### src/rtl/checkpoint_ctrl.sv
// Checkpoint controller: turns save-stage activations into single save events,
// tracks the recorded checkpoint and runs the death/restart/respawn handshake.
module checkpoint_ctrl #(
  parameter logic [9:0] START_X     = 10'd40,
  parameter logic [9:0] START_Y     = 10'd440,
  parameter logic [9:0] SPAWN0_X    = 10'd270,
  parameter logic [9:0] SPAWN0_Y    = 10'd440,
  parameter logic [9:0] SPAWN1_X    = 10'd625,
  parameter logic [9:0] SPAWN1_Y    = 10'd290,
  parameter logic [7:0] HOLD_FRAMES = 8'd30
) (
  input  logic       Clk,
  input  logic       Reset,
  input  logic       frame_tick,
  input  logic [1:0] save_s,
  input  logic       kid_dead,
  input  logic       restart_req,
  input  logic       respawn_ack,
  output logic       save_exist,
  output logic [1:0] saved_slot,
  output logic [1:0] flash_slot,
  output logic       respawn_valid,
  output logic [9:0] respawn_x,
  output logic [9:0] respawn_y,
  output logic [7:0] save_count
);

  typedef enum logic [1:0] {PLAY, DEAD, RESPAWN} state_t;

  state_t     state;
  logic       seen;
  logic       armed;
  logic [7:0] flash_cnt;

  logic       save_hit;
  logic       accept;
  logic [1:0] slot_next;
  logic [9:0] spawn_x;
  logic [9:0] spawn_y;

  // Coordinates follow the slot being written this cycle so they never shift
  // under an already-raised respawn_valid.
  always_comb begin
    save_hit  = (save_s == 2'b01) || (save_s == 2'b10);
    accept    = (state == PLAY) && armed && save_hit && !kid_dead;
    slot_next = accept ? save_s : saved_slot;
    spawn_x   = START_X;
    spawn_y   = START_Y;
    case (slot_next)
      2'b01: begin
        spawn_x = SPAWN0_X;
        spawn_y = SPAWN0_Y;
      end
      2'b10: begin
        spawn_x = SPAWN1_X;
        spawn_y = SPAWN1_Y;
      end
      default: begin
        spawn_x = START_X;
        spawn_y = START_Y;
      end
    endcase
  end

  always_ff @(posedge Clk) begin
    if (Reset) begin
      state         <= PLAY;
      save_exist    <= 1'b1;
      respawn_valid <= 1'b0;
      seen          <= 1'b0;
      armed         <= 1'b1;
      saved_slot    <= 2'b00;
      flash_slot    <= 2'b00;
      flash_cnt     <= 8'd0;
      save_count    <= 8'd0;
      respawn_x     <= START_X;
      respawn_y     <= START_Y;
    end else begin
      case (state)
        PLAY: begin
          if (kid_dead) begin
            state      <= DEAD;
            save_exist <= 1'b0;
          end else if (restart_req) begin
            state         <= RESPAWN;
            save_exist    <= 1'b0;
            respawn_valid <= 1'b1;
          end
        end
        DEAD: begin
          if (restart_req) begin
            state         <= RESPAWN;
            respawn_valid <= 1'b1;
          end
        end
        RESPAWN: begin
          if (respawn_ack) begin
            state         <= PLAY;
            respawn_valid <= 1'b0;
            save_exist    <= 1'b1;
          end
        end
        default: begin
          state         <= PLAY;
          save_exist    <= 1'b1;
          respawn_valid <= 1'b0;
        end
      endcase

      // Re-arm only after a whole frame passed with no activation at all.
      seen <= frame_tick ? save_hit : (seen | save_hit);
      if (accept)
        armed <= 1'b0;
      else if (frame_tick && !seen && !save_hit)
        armed <= 1'b1;

      if (accept) begin
        flash_slot <= save_s;
        flash_cnt  <= HOLD_FRAMES;
        if (save_count != 8'hFF)
          save_count <= save_count + 8'd1;
      end else if (frame_tick && (flash_cnt != 8'd0)) begin
        flash_cnt <= flash_cnt - 8'd1;
        if (flash_cnt == 8'd1)
          flash_slot <= 2'b00;
      end

      saved_slot <= slot_next;
      respawn_x  <= spawn_x;
      respawn_y  <= spawn_y;
    end
  end

endmodule

### config.mk
export PLATFORM = sky130hd
export DESIGN_NAME = checkpoint_ctrl
export DESIGN_NICKNAME = d
export VERILOG_FILES = /design/src/rtl/checkpoint_ctrl.sv
export SDC_FILE = /design/constraint.sdc
export NUM_CORES = 1
export LEC_CHECK = 0
export CELL_PAD_IN_SITES_DETAIL_PLACEMENT = 2
export CELL_PAD_IN_SITES_GLOBAL_PLACEMENT = 2
export CORE_ASPECT_RATIO = 0.8
export CORE_MARGIN = 4
export CORE_UTILIZATION = 28
export DETAILED_ROUTE_END_ITERATION = 6
export PLACE_DENSITY = 0.89
export SLEW_MARGIN = 20
export SYNTH_ARGS = -nofsm -noshare
export SYNTH_HDL_FRONTEND = slang
export SYNTH_SLANG_ARGS = --single-unit
export TNS_END_PERCENT = 30
### constraint.sdc
create_clock -name Clk -period 2.4 [get_ports Clk]
set_input_delay 0.72 -clock Clk [delete_from_list [all_inputs] [get_ports Clk]]
set_output_delay 0.72 -clock Clk [all_outputs]
set_load 0.01 [all_outputs]
==> summary.txt <==
hold-fix buffers at CTS: 0
Chip Height: 75.2 um
H-Tree Depth: 2
first-pass GRT wire length: 6840 um
final core utilization: 38.0%
Yosys reg bits: 30
worst relative slew slack: 65.3%
P_leak: 0.000810 uW
fmax: 434 MHz
RSZ-0062 raised after global routing: no
vias per std cell: 4.76
Worst-path clk slew: 0.07 ns
die area: 0.00692 mm^2
routability cong.: 0.740
commonest cells after routing, fill and taps aside: clkdlybuf4s50_1 (34), dfxtp_1 (30), nor2_1 (18)
Initial Util: 28.9%
startpoint types: primary input
Peak VDD IR: 0.277 mV
Routed Antenna Nets: 0
GR Overflow Total: 0
Fin. Hold Viols: 0
Critical Path AT: 2.46 ns
Detailed Route WL: 4360 um
status: complete, no violations
initial antenna violation count: 0
CP Capture Type: flop
crit path max fanout: 5
asr flop ratio synth: 0%
die width: 92.0 um
register area share after synthesis: 38.0%
Tcrit/Tclk final: 96.0%
port buffer count: 34
Post-CTS Resized: 0
Gate Count Post-Synth: 178
Final HPWL DP: 3200 um
Post-Layout Cell Count: 294
DR vias: 1398
Layout Nets: 227
synth unique cells: 47
Synth warnings: 0
commonest non-fill, non-tap cell in the layout: clkdlybuf4s50_1
power per cell area: 808 mW/mm^2
Final setup viols: 0
buffer depth of the longest clock path: 2
wire per inst: 14.8 um
number of global-route vias before repair: 1393
Mapped Area: 0.00158 mm^2
main area contributors after synthesis: dfxtp_1 (38%), buf_4 (8.1%), nor2_1 (4.3%)
Clock Latency Late Sink: 0.28 ns
WP data required: 2.56 ns
clk sinks: 30
DRC: 0
placed cells: 286
I/O pins: 42
GRT Overall Usage: 12.6%
design area: 0.00208 mm^2
WS Path Type: in -> reg
Post-Syn Area per Cell: 8.88 um^2
worst hold margin: 0.497 ns
layout cells sized above 1: 13.9%
Root Buffer: clkbuf_8
Post-synth EDFFs: 0
Top FF cell, synth: dfxtp_1
post-synth top area share: 38.0%
Num CTS Buffers: 5
Setup WS pre-CTS: -0.0906 ns
pin count of the biggest net entering global routing: 16
initial DRC count: 25
diode count: 0
hold path depth: 2
row cnt: 24
Setup WS post-layout: 0.0954 ns
worst slew pin tran: 0.519 ns
Layout area overhead: 31.5%
total setup buffers inserted after CTS: 0
dpl cell area: 0.00197 mm^2
min Tclk post-route: 2.30 ns
CTS tree: done
Setup Skew: 0.00828 ns
Worst R2R Path Depth: 6
area leader, netlist: dfxtp_1
Core Area: 0.00547 mm^2
drt first pass iters: 4
max-slew violations: 0
worst hold path class: reg -> reg
Max-cap violations: 0
-- metrics by stage --
step                      TNS (ns)  power (uW)
after floorplan                  0        1030
after global placement     -0.0645        1150
after detailed placement    -0.277        1190
final                            0        1680
after CTS                        0        1700
after global routing             0        1780
-- layer usage --
metal | GRT usage [%] | up-vias | wire (um)
li1 | - | 680 | -
met1 | 15.7 | 682 | 2090
met2 | 21.7 | 34 | 2070
met3 | 3.30 | 2 | 187
met4 | 3.95 | 0 | 21
met5 | 0 | - | 0
-- worst paths after layout --
check | startpoint | endpoint | slack, ns
setup / recovery | kid_dead | save_count[5] | 0.1
hold / removal | respawn_valid | respawn_valid | 0.50
setup reg to reg | flash_cnt[0] | flash_cnt[1] | 0.41
hold reg to reg | respawn_valid | respawn_valid | 0.50
-- cells in the mapped netlist (all sizes together) (2+ instances only) --
cell type  count
a211oi         2
a21boi         2
a21oi         11
a31oi          5
and3           2
buf           20
clkbuf         3
conb           2
dfxtp         30
ha             4
inv            7
mux2           3
nand2          8
nand2b         2
nand3          5
nand3b         2
nand4          4
nor2          19
nor2b          2
nor3          11
nor4b          2
o21ai          3
o31ai          3
or2            2
or3            3
or4b           2
xnor2          2
xor2           5
-- area by class of cell --
cell class	count	area, um^2
inverters	7	26.3
repair buffers	48	445
clock inverters	1	30.0
multi-input cells	123	802
well taps	78	97.6
clock buffers	7	76.3
fillers	619	3390
flip-flops and latches	30	601
-- state kept, by name (all words and copies together) (netlist names), named ones only --
signal / count
armed: 1
flash_cnt: 8
flash_slot: 2
respawn_valid: 1
respawn_x: 3
respawn_y: 1
save_count: 8
save_exist: 1
saved_slot: 1
seen: 1
state: 2
-- worst max-delay path, cell delays in order --
cell             delay, ns
clkdlybuf4s50_1       0.49
nor4b_4               0.38
nand3_1               0.18
a211oi_1              0.32
mux2_2                0.37
-- kinds of logic after synthesis --
group | synth area share (%)
fa+ha+maj | 3.17
mux | 2.77
compound gates | 13.6
xor+xnor | 3.88
other cells | 0.475
flops | 38.0
buf+inv | 12.4
simple gates | 25.7
-- power by group --
part	internal, uW	switching, uW
registers	569	88.9
logic	243	281
clock network	310	188
(Power assumes the default switching activity.)
